==> src/rtl/kmap_lut_prog_if.sv <==
`default_nettype none
// ============================================================================
//  Module      : kmap_lut_prog_if
//  Description : Configuration stream and evaluation bus for kmap_lut_prog.
//                The master drives the serial table load and evaluation
//                requests; the slave (the evaluator) returns the results.
//  Revision    : 1.0 - initial release
// ============================================================================
interface kmap_lut_prog_if #(
    parameter int N_IN = 4,
    parameter int N_CH = 2
);
    logic            cfg_start;
    logic            cfg_valid;
    logic            cfg_bit;
    logic            cfg_ready;
    logic            cfg_done;
    logic            in_valid;
    logic [N_IN-1:0] in_vec;
    logic            out_valid;
    logic [N_CH-1:0] out;
    logic            unarmed;

    modport master (
        output cfg_start, cfg_valid, cfg_bit, in_valid, in_vec,
        input  cfg_ready, cfg_done, out_valid, out, unarmed
    );

    modport slave (
        input  cfg_start, cfg_valid, cfg_bit, in_valid, in_vec,
        output cfg_ready, cfg_done, out_valid, out, unarmed
    );
endinterface
`default_nettype wire

==> src/rtl/kmap_lut_prog.sv <==
`default_nettype none
// ============================================================================
//  Module      : kmap_lut_prog
//  Description : Multi-channel programmable truth-table evaluator. Each
//                channel holds an N_IN-input Boolean function in a table
//                loaded serially into a shadow copy and committed atomically
//                to the active copy, so evaluation never stalls on a load.
//                Evaluation results are registered (one-cycle latency).
//  Revision    : 1.0 - initial release
// ============================================================================
module kmap_lut_prog #(
    parameter int N_IN = 4,
    parameter int N_CH = 2
) (
    input  wire logic          clk,
    input  wire logic          rst,
    kmap_lut_prog_if.slave     bus
);
    localparam int D     = 1 << N_IN;
    localparam int T     = N_CH * D;
    localparam int CNT_W = $clog2(T + 1);

    typedef enum logic [0:0] {
        S_IDLE = 1'b0,
        S_LOAD = 1'b1
    } state_t;

    state_t           state_q, state_d;
    logic [CNT_W-1:0] cnt_q, cnt_d;
    logic [T-1:0]     shadow_q, shadow_d;
    logic [T-1:0]     active_q, active_d;
    logic             armed_q, armed_d;
    logic             cfg_done_q, cfg_done_d;

    logic             out_valid_q;
    logic [N_CH-1:0]  out_q, out_d;
    logic             unarmed_q;
    logic [N_CH-1:0]  w_bit;

    // Load FSM and table storage state registers
    always_ff @(posedge clk) begin
        if (rst) begin
            state_q    <= S_IDLE;
            cnt_q      <= '0;
            shadow_q   <= '0;
            active_q   <= '0;
            armed_q    <= 1'b0;
            cfg_done_q <= 1'b0;
        end else begin
            state_q    <= state_d;
            cnt_q      <= cnt_d;
            shadow_q   <= shadow_d;
            active_q   <= active_d;
            armed_q    <= armed_d;
            cfg_done_q <= cfg_done_d;
        end
    end

    // Next-state logic: accept serial bits into the shadow table and commit
    // the whole table (including the final bit) in the cycle it is accepted.
    // A restart request wins over a coincident final bit.
    always_comb begin
        state_d    = state_q;
        cnt_d      = cnt_q;
        shadow_d   = shadow_q;
        active_d   = active_q;
        armed_d    = armed_q;
        cfg_done_d = 1'b0;
        case (state_q)
            S_IDLE: begin
                if (bus.cfg_start) begin
                    state_d = S_LOAD;
                    cnt_d   = '0;
                end
            end
            S_LOAD: begin
                if (bus.cfg_start) begin
                    cnt_d = '0;
                end else if (bus.cfg_valid) begin
                    for (int k = 0; k < T; k++) begin
                        if (cnt_q == CNT_W'(k)) begin
                            shadow_d[k] = bus.cfg_bit;
                        end
                    end
                    if (cnt_q == CNT_W'(T - 1)) begin
                        active_d   = shadow_d;
                        armed_d    = 1'b1;
                        cfg_done_d = 1'b1;
                        state_d    = S_IDLE;
                        cnt_d      = '0;
                    end else begin
                        cnt_d = cnt_q + CNT_W'(1);
                    end
                end
            end
            default: begin
                state_d = S_IDLE;
                cnt_d   = '0;
            end
        endcase
    end

    // Per-channel lookup of the active table at the requested minterm
    generate
        for (genvar ch = 0; ch < N_CH; ch++) begin : g_ch
            logic [D-1:0] w_row;
            assign w_row     = active_q[ch*D +: D];
            assign w_bit[ch] = w_row[bus.in_vec];
        end
    endgenerate

    // Outputs are forced low until a table has been committed
    always_comb begin
        out_d = armed_q ? w_bit : '0;
    end

    // Evaluation result register; out holds its value between requests
    always_ff @(posedge clk) begin
        if (rst) begin
            out_valid_q <= 1'b0;
            out_q       <= '0;
            unarmed_q   <= 1'b0;
        end else begin
            out_valid_q <= bus.in_valid;
            if (bus.in_valid) begin
                out_q     <= out_d;
                unarmed_q <= ~armed_q;
            end
        end
    end

    assign bus.cfg_ready = (state_q == S_LOAD);
    assign bus.cfg_done  = cfg_done_q;
    assign bus.out_valid = out_valid_q;
    assign bus.out       = out_q;
    assign bus.unarmed   = unarmed_q;
endmodule
`default_nettype wire

==> src/flat_wrapper.sv <==
// flat-port wrapper written by rule: the top's interface ports become plain ports
module kmap_lut_prog_flat 
#(
    parameter int N_IN = 4,
    parameter int N_CH = 2
)
  (clk, rst, bus_cfg_start, bus_cfg_valid, bus_cfg_bit, bus_in_valid, bus_in_vec, bus_cfg_ready, bus_cfg_done, bus_out_valid, bus_out, bus_unarmed);
  kmap_lut_prog_if #(.N_IN(N_IN), .N_CH(N_CH)) bus_i ();
  input  wire logic clk;
  input  wire logic rst;
  input wire logic [$bits(bus_i.cfg_start)-1:0] bus_cfg_start;
  input wire logic [$bits(bus_i.cfg_valid)-1:0] bus_cfg_valid;
  input wire logic [$bits(bus_i.cfg_bit)-1:0] bus_cfg_bit;
  input wire logic [$bits(bus_i.in_valid)-1:0] bus_in_valid;
  input wire logic [$bits(bus_i.in_vec)-1:0] bus_in_vec;
  output wire logic [$bits(bus_i.cfg_ready)-1:0] bus_cfg_ready;
  output wire logic [$bits(bus_i.cfg_done)-1:0] bus_cfg_done;
  output wire logic [$bits(bus_i.out_valid)-1:0] bus_out_valid;
  output wire logic [$bits(bus_i.out)-1:0] bus_out;
  output wire logic [$bits(bus_i.unarmed)-1:0] bus_unarmed;
  assign bus_i.cfg_start = bus_cfg_start;
  assign bus_i.cfg_valid = bus_cfg_valid;
  assign bus_i.cfg_bit = bus_cfg_bit;
  assign bus_i.in_valid = bus_in_valid;
  assign bus_i.in_vec = bus_in_vec;
  assign bus_cfg_ready = bus_i.cfg_ready;
  assign bus_cfg_done = bus_i.cfg_done;
  assign bus_out_valid = bus_i.out_valid;
  assign bus_out = bus_i.out;
  assign bus_unarmed = bus_i.unarmed;
  kmap_lut_prog #(.N_IN(N_IN), .N_CH(N_CH)) u_core (.clk(clk), .rst(rst), .bus(bus_i));
endmodule
==> config.mk <==
export PLATFORM = sky130hd
export DESIGN_NAME = kmap_lut_prog_flat
export DESIGN_NICKNAME = d
export VERILOG_FILES = /design/src/rtl/kmap_lut_prog_if.sv /design/src/rtl/kmap_lut_prog.sv /design/src/flat_wrapper.sv
export SDC_FILE = /design/constraint.sdc
export NUM_CORES = 1
export LEC_CHECK = 0
export BUFFER_PORTS_ARGS = -buffer_cell sky130_fd_sc_hd__buf_2
export CAP_MARGIN = 20
export CORE_ASPECT_RATIO = 0.6
export CORE_MARGIN = 2
export CORE_UTILIZATION = 55
export CTS_CLUSTER_SIZE = 25
export DETAILED_ROUTE_END_ITERATION = 8
export GPL_ROUTABILITY_DRIVEN = 0
export PLACE_DENSITY = 0.76
export SLEW_MARGIN = 15
export SYNTH_ARGS = -nofsm -noshare
export SYNTH_HDL_FRONTEND = slang
export SYNTH_SLANG_ARGS = --single-unit
==> constraint.sdc <==
create_clock -name clk -period 4.14 [get_ports clk]
set_input_delay 0.828 -clock clk [delete_from_list [all_inputs] [get_ports clk]]
set_output_delay 0.828 -clock clk [all_outputs]
set_load 0.05 [all_outputs]
==> impl_metrics.json, run 1 <==
{
  "status": "complete, no violations",
  "power.total_w": 0.00164,
  "slew_viol_final": 0,
  "rrSetupSlack_ps": 2130,
  "endpoint_kind": "flip-flop",
  "start_util_pct": 56.7,
  "antenna_found_initial": 0,
  "worst-setup-path-type": "input port to flip-flop",
  "dp_hpwl_mm": 6.01,
  "period_needed_ps": 2040,
  "syn_avg_cell_area_um2": 9.42,
  "hold_path.class": "flip-flop to flip-flop",
  "synth_edf_count": 0,
  "wirelength_mm": 8.87,
  "gr-usage-all-layers_pct": 24.7,
  "syn_inst": 402,
  "htree_levels": 3,
  "hold_buffers": 0,
  "final_area_um2": 4130,
  "cts-buffers-inserted": 9,
  "dpl_cell_area_um2": 3810,
  "vias": 2986,
  "fmax_ghz": 0.491,
  "ant_nets": 0,
  "tritoncts": "yes",
  "switching_share_pct": 21.3,
  "post-cts-setup-buffers": 0,
  "period_share_pct": 49.2,
  "combPwrFrac_pct": 4.1,
  "die_h_um": 68.3,
  "clkPwrFrac_pct": 51.1,
  "synth_ff_type": "dfxtp_1",
  "ys_seq_area_share_pct": 40.2,
  "yosys_warnings": 0,
  "switchingPower_w": 0.000350,
  "first_pass_iters": 4,
  "syn2layout_area_growth_pct": 8.99,
  "row_count": 23,
  "wl_per_cell_um": 18.2,
  "grt_first_pass_wirelength_mm": 14.1,
  "p_per_area_nw_per_um2": 399,
  "synth_area_um2": 3780,
  "worstPathArrival_ps": 2240,
  "ctsRootBufferMaster": "clkbuf_16",
  "setup-violations-final": 0,
  "drt_iter0_markers": 334,
  "irDropWorstVdd_uv": 358,
  "worst_pin_slew_ps": 1040,
  "grt_max_degree": 64,
  "hold_viol": 0,
  "cellLeakagePower_nw": 1.38,
  "gr-total-overflow": 0,
  "final_cell_mix": "dfxtp_1 (76), mux2i_1 (39), a21oi_1 (36)",
  "synth.distinct_cells": 42,
  "critPathMaxFanout": 45,
  "synth_nets": 416,
  "grt_pass1_vias": 2707,
  "ys_ff_latch": 76,
  "final_nets": 410,
  "pwr-share-seq_pct": 44.8,
  "viasPerCell": 6.12,
  "async_flop_share_pct": 0,
  "pin_count": 16,
  "core-area_um2": 6680,
  "clk-insertion-delay-late_ps": 340,
  "cts_resized": 0,
  "clk_path_buf_depth": 2,
  "start_kind": "input port",
  "drcViolationCount": 0,
  "numClockSinks": 76,
  "drv_cap": 0,
  "fp.dieW_um": 111,
  "clock-skew-final_ps": 8.29,
  "clk_pin_slew_ps": 60,
  "rsz0062_at_grt": "no",
  "drive_above_1_share_pct": 15.5,
  "fin_tns_setup_ps": 0,
  "antennaDiodeCount": 0,
  "internal_power_w": 0.00129,
  "final_common_cell": "dfxtp_1",
  "die_area_um2": 7580,
  "max_slew_margin_pct": 30.9,
  "port-buffer-count": 15,
  "required_ps": 4340
}
## stage by stage
stage / setup WS (ps) / utilization [%] / instances / hold slack, ps
final: 2100 / 61.8 / 488 / 457
after global routing: 1960 / 61.8 / 488 / 478
after CTS: 2150 / 61.8 / 488 / 456
after detailed placement: 1790 / 57.0 / 472 / 443
after global placement: 1830 / 57.0 / 472 / 438
after floorplan: 2200 / - / 402 / 425
## critical path, cell delays in order
cell	delay, ps
buf_2	660
nand2b_1	210
buf_4	410
o21ai_1	110
## area by class of cell
cell class | count | area [µm²]
fill | 558 | 2550
multi-input combinational | 285 | 2060
timing repair buffer | 17 | 90.1
inverter | 7 | 26.3
clock inverter | 4 | 72.6
tap | 87 | 109
clock buffer | 12 | 246
sequential | 76 | 1520
## cells in the mapped netlist, types with 3 or more instances
master     count  area [µm²]
nand2b_1       3        18.8
nor3b_1        3        22.5
nor2_2         3        18.8
dfxtp_1       76        1520
nand2_1       17        63.8
inv_1          6        22.5
o21ai_0       20         100
nor2b_1        4        25.0
o2bb2ai_1     12         105
mux4_2         5         113
nor2_1        31         116
buf_2         13        65.1
o21ai_1       15        75.1
or3b_1         3        26.3
o211ai_1       3        22.5
ha_1           4        50.1
and3b_1        5        43.8
o2bb2ai_2     19         285
buf_6          4        45.0
nand3_1       35         175
a21oi_1       36         180
nand3b_1       5        37.5
nor3_1         5        25.0
mux2i_1       39         390
clkbuf_1      15        56.3
## state kept, by name, summed over array words and instances, names as in the netlist
register,cells
u_core.bus.cfg_ready,1
u_core.armed_q,1
u_core.bus.unarmed,1
u_core.bus.out_valid,1
u_core.bus.cfg_done,1
u_core.bus.out,2
u_core.cnt_q,6
u_core.shadow_q,31
u_core.active_q,32
## path summary, 6_finish.rpt
check,cells after the start,startpoint,to
setup / recovery,4,rst,u_core.armed_q
hold / removal,2,u_core.bus.out[1],u_core.bus.out[1]
setup reg to reg,5,u_core.cnt_q[2],u_core.active_q[5]
hold reg to reg,2,u_core.bus.out[1],u_core.bus.out[1]
## cell families after synthesis
kind of cell / Yosys count / share of synthesized area [%]
mux: 45 / 13.6
compound gates: 113 / 22.0
flops: 76 / 40.2
xor+xnor: 2 / 0.463
buf+inv: 41 / 5.39
simple gates: 121 / 17.1
fa+ha+maj: 4 / 1.32
## per-layer routing
layer / vias to the layer above / global-route usage, % / share of wire, %
li1: 1447 / - / -
met1: 1450 / 34.1 / 48
met2: 80 / 36.4 / 44
met3: 9 / 7.79 / 6.5
met4: 0 / 9.72 / 1.5
met5: - / 0 / 0
## power by group through the flow
| stage | logic [W] | clock network [W] | registers (W) |
|---|---|---|---|
| after global placement | 0.0000642 | 0 | 0.000752 |
| after detailed placement | 0.0000653 | 0 | 0.000753 |
| after CTS | 0.0000656 | 0.000851 | 0.000737 |
| after global routing | 0.0000716 | 0.000878 | 0.000737 |
| final | 0.0000666 | 0.000841 | 0.000737 |
| after floorplan | 0.0000430 | 0 | 0.000759 |
No activity file was read; power rests on OpenSTA's default activity.
==> run 2, diff against run 1 <==
clock period = 2.14 ns   (was 4.14 ns; I/O delays follow)
==> run 2 against run 1 <==
  * Wire length is 4.3% higher
  * Sequential power increased by 94%
  * Combinational power grew 110%
  * Worst hold slack worse by 130 ps
  * Critical path depth is 1 higher
  * Global-route usage is 1.2 points higher
  * Critical endpoint is now u_core.active_q[4]
==> impl_metrics.json, run 2 (synthesis results as in run 1) <==
{
  "place_ws_ps": 286,
  "antenna_found_initial": 0,
  "period_needed_ps": 1890,
  "r2r_start": "u_core.cnt_q[4]",
  "numClockSinks": 76,
  "final_nets": 417,
  "tritoncts": "yes",
  "fin_tns_setup_ps": 0,
  "clk-insertion-delay-late_ps": 340,
  "crit_start": "u_core.cnt_q[4]",
  "port-buffer-count": 15,
  "wirelength_mm": 9.26,
  "hold_buffers": 0,
  "fill_cells": 581,
  "cellLeakagePower_nw": 1.39,
  "clk_path_buf_depth": 2,
  "worst-setup-path-type": "flip-flop to flip-flop",
  "vias": 2990,
  "die_h_um": 68.3,
  "htree_levels": 3,
  "critPathMaxFanout": 32,
  "cts_resized": 0,
  "endpoint_kind": "flip-flop",
  "irDropWorstVdd_uv": 662,
  "grt_max_degree": 34,
  "pin_count": 16,
  "antennaDiodeCount": 0,
  "syn2layout_area_growth_pct": 9.29,
  "p_per_area_nw_per_um2": 719,
  "core-area_um2": 6680,
  "setup_ws_ps": 253,
  "clk_pin_slew_ps": 60,
  "drv_cap": 0,
  "fp.dieW_um": 111,
  "grt_first_pass_wirelength_mm": 14.8,
  "start_kind": "flip-flop",
  "worstHoldStart": "bus_in_valid",
  "final_common_cell": "dfxtp_1",
  "gr-usage-all-layers_pct": 25.9,
  "slew_viol_final": 0,
  "drive_above_1_share_pct": 16.7,
  "grt_pass1_vias": 2731,
  "gr-total-overflow": 0,
  "ant_nets": 0,
  "hold_viol": 0,
  "period_share_pct": 88.2,
  "dp_hpwl_mm": 6.29,
  "rsz0062_at_grt": "no",
  "row_count": 23,
  "clock-skew-final_ps": 4.75,
  "top_register": "u_core.active_q",
  "ctsRootBufferMaster": "clkbuf_16",
  "max_slew_margin_pct": 59.7,
  "drt_iter0_markers": 241,
  "final_cell_mix": "dfxtp_1 (76), mux2i_1 (39), a21oi_1 (36)",
  "viasPerCell": 6.06,
  "start_util_pct": 56.7,
  "largest_reg_flops": 32,
  "first_pass_iters": 5,
  "required_ps": 2350,
  "status": "complete, no violations",
  "setup-violations-final": 0,
  "post-cts-setup-buffers": 0,
  "drcViolationCount": 0,
  "hold_path.class": "input port to flip-flop",
  "cts-buffers-inserted": 9,
  "fmax_ghz": 0.530,
  "worstPathArrival_ps": 2090,
  "wl_per_cell_um": 18.8,
  "hold_ws_ps": 331,
  "worst_pin_slew_ps": 602,
  "die_area_um2": 7580,
  "reg_top3": "u_core.active_q: 32 flops, u_core.shadow_q: 31 flops, u_core.cnt_q: 6 flops"
}
run 2: report_power, final:
part / leakage [nW] / switching (W) / internal (W) / total, W
registers: 0.613 / 0.00000531 / 0.00142 / 0.00143
clock network: 0.134 / 0.000546 / 0.000866 / 0.00141
logic: 0.648 / 0.000101 / 0.0000371 / 0.000138
total: 1.39 / 0.000652 / 0.00232 / 0.00298
run 2: worst max-delay path: stages (launching register included):
cell	delay (ps)
dfxtp_1	650
nand3b_1	330
nor3_4	240
nor2_2	40
buf_4	290
o2bb2ai_1	190
run 2: per-stage QoR:
step | util [%] | std cells | total power (W) | cell area [µm²]
finish | 62.0 | 493 | 0.00298 | 4140
floorplan | - | 402 | 0.00155 | 3780
detailed placement | 57.8 | 479 | 0.00159 | 3860
global route | 62.0 | 493 | 0.00306 | 4140
CTS | 62.0 | 493 | 0.00299 | 4140
global placement | 57.8 | 479 | 0.00159 | 3860
run 2: path summary, 6_finish.rpt:
| path | end | slack, ps | cells after the start |
|---|---|---|---|
| worst max register to register | u_core.active_q[4] | 250 | 5 |
| worst max-delay path | u_core.active_q[4] | 250 | 5 |
| worst min-delay path | u_core.bus.unarmed | 330 | 2 |
| worst min register to register | u_core.bus.out[1] | 450 | 2 |
run 2: routing by layer:
layer  global-route usage [%]  up-vias  share of wire [%]
li1                         -     1455                  -
met5                        0        -                  0
met1                     36.1     1403                 47
met3                     10.6       12                 10
met2                     37.6      120                 42
met4                     6.48        0                1.3
run 2: final cells by class:
cell class,count,area (µm²),area share (%)
Multi-Input combinational cell,285,2060,49.8
Sequential cell,76,1520,36.8
Clock buffer,13,270,6.53
Timing Repair Buffer,24,143,3.45
Tap cell,87,109,2.63
Inverter,7,26.3,0.635
Clock inverter,1,7.51,0.181
==> run 3, diff against run 2 <==
GPL_TIMING_DRIVEN = 0   (was unset)
MAX_ROUTING_LAYER = met4   (was unset)
==> run 3 against run 2 <==
  * Count of clock-buffer cells in the layout shrank 4
  * Worst setup slack lost 21 ps
  * Design area grew 2.7%
  * Clock skew grew 1.4 ps
  * Global-route usage grew 1.3 points
  * Utilization grew 1.6 points
  * First-iteration DRC count grew 11%
==> impl_metrics.json, run 3 (synthesis results as in run 1) <==
{
  "status": "complete, no violations",
  "irDropWorstVdd_uv": 589,
  "path_depth": 7,
  "port-buffer-count": 12,
  "internal_power_w": 0.00236,
  "grt_first_pass_wirelength_mm": 14.9,
  "hold_viol": 0,
  "r2r_start": "u_core.cnt_q[1]",
  "die_h_um": 68.3,
  "worstReg2RegEnd": "u_core.active_q[9]",
  "vias": 3145,
  "first_pass_iters": 5,
  "crit_end": "u_core.active_q[9]",
  "period_needed_ps": 1910,
  "post-cts-setup-buffers": 0,
  "clk_pin_slew_ps": 60,
  "drive_above_1_share_pct": 17.9,
  "ctsRootBufferMaster": "clkbuf_16",
  "top_register": "u_core.active_q",
  "fin_tns_setup_ps": 0,
  "final_cell_mix": "dfxtp_1 (76), mux2i_1 (39), a21oi_1 (36)",
  "htree_levels": 3,
  "cpLargestDelayFamily": "simple AND/OR/NAND/NOR gates",
  "clock-skew-final_ps": 6.11,
  "gr-usage-all-layers_pct": 27.2,
  "cp_slowest_cell": "dfxtp_1",
  "place_ws_ps": 280,
  "grt_pass1_vias": 2834,
  "syn2layout_area_growth_pct": 12.2,
  "antenna_found_initial": 0,
  "clk-insertion-delay-late_ps": 340,
  "fp.dieW_um": 111,
  "hold_path.class": "input port to flip-flop",
  "start_kind": "flip-flop",
  "switchingPower_w": 0.000712,
  "worstPathArrival_ps": 2140,
  "period_share_pct": 89.2,
  "critPathMaxFanout": 8,
  "cts-buffers-inserted": 9,
  "clkPwrFrac_pct": 48.8,
  "core-area_um2": 6680,
  "combPwrFrac_pct": 4.7,
  "drt_iter0_markers": 268,
  "reg_top3": "u_core.active_q: 32 flops, u_core.shadow_q: 31 flops, u_core.cnt_q: 6 flops",
  "viasPerCell": 6.08,
  "worst_pin_slew_ps": 687,
  "final_nets": 439,
  "dp_hpwl_mm": 7.06,
  "numClockSinks": 76,
  "wl_per_cell_um": 18.7,
  "pin_count": 16,
  "switching_share_pct": 23.2,
  "start_util_pct": 56.7,
  "placedCellCount": 501,
  "cpPeakStageDelay_ps": 360,
  "clk_path_buf_depth": 2,
  "hold_buffers": 0,
  "drv_cap": 0,
  "pwr-share-seq_pct": 46.4,
  "max_slew_margin_pct": 54.1,
  "path_cells": "inv_1 -> ha_1 -> or3b_1 -> buf_2 -> nor2_1 -> mux2i_1 -> o2bb2ai_1",
  "setup-violations-final": 0,
  "cts_resized": 0,
  "gr-total-overflow": 0,
  "antennaDiodeCount": 0,
  "required_ps": 2370,
  "endpoint_kind": "flip-flop",
  "hold_ws_ps": 314,
  "hold_depth": 2,
  "largest_reg_flops": 32,
  "drcViolationCount": 0,
  "fill_cells": 557,
  "rrSetupSlack_ps": 230,
  "wirelength_mm": 9.65,
  "die_area_um2": 7580,
  "layoutNonFillerInstCount": 517,
  "slew_viol_final": 0,
  "setup_ws_ps": 232,
  "power.total_w": 0.00307,
  "reg2reg_depth": 7,
  "rsz0062_at_grt": "no",
  "cellLeakagePower_nw": 1.46,
  "worst-setup-path-type": "flip-flop to flip-flop",
  "grt_max_degree": 14,
  "row_count": 23,
  "ant_nets": 0,
  "p_per_area_nw_per_um2": 722,
  "crit_buf_inv": 2,
  "tritoncts": "yes",
  "fmax_ghz": 0.524,
  "final_common_cell": "dfxtp_1",
  "crit_start": "u_core.cnt_q[1]"
}
## run 3: changes by cell type in the layout (fill, tap and decap cells not counted), sizes merged
| cell | change |
|---|---|
| bufinv | +1 |
| clkinvlp | -1 |
| clkbuf | +11 |
| buf | +7 |
| clkinv | +6 |
## run 3: cell type report
cell class | instances | area [µm²] | area share, %
repair buffers | 12 | 60.1 | 1.41
well taps | 87 | 109 | 2.56
flip-flops and latches | 76 | 1520 | 35.8
clock buffers | 9 | 225 | 5.30
multi-input cells | 285 | 2060 | 48.5
clock inverters | 7 | 67.6 | 1.59
plain buffers | 34 | 178 | 4.18
inverters | 7 | 26.3 | 0.619
## run 3: layer usage
layer  share of wire [%]  track usage (%)  vias to the layer above
met5                   0                -                        -
met2                  41             38.5                      125
met1                  48             36.7                     1496
met3                 9.3             8.24                       16
li1                    -                -                     1508
met4                 1.7             10.6                        0
## run 3: worst min path at each step
stage                             from  slack, ps                  to
global route              bus_in_valid        340  u_core.bus.unarmed
floorplan           u_core.active_q[2]        430  u_core.active_q[2]
finish                    bus_in_valid        310  u_core.bus.unarmed
detailed placement   u_core.bus.out[1]        440   u_core.bus.out[1]
CTS                       bus_in_valid        310  u_core.bus.unarmed
global placement     u_core.bus.out[1]        430   u_core.bus.out[1]
## run 3: per-stage QoR
stage | utilization (%) | instance area (µm²)
after floorplan | - | 3780
after global placement | 59.2 | 3950
after detailed placement | 59.2 | 3950
after CTS | 63.6 | 4250
after global routing | 63.6 | 4250
final | 63.6 | 4250
## run 3: power by group through the flow
stage               registers [W]  logic (W)  clock network, W
global route              0.00142   0.000153           0.00156
finish                    0.00142   0.000145           0.00150
floorplan                 0.00147  0.0000831                 0
global placement          0.00146   0.000138                 0
CTS                       0.00142   0.000140           0.00150
detailed placement        0.00146   0.000140                 0
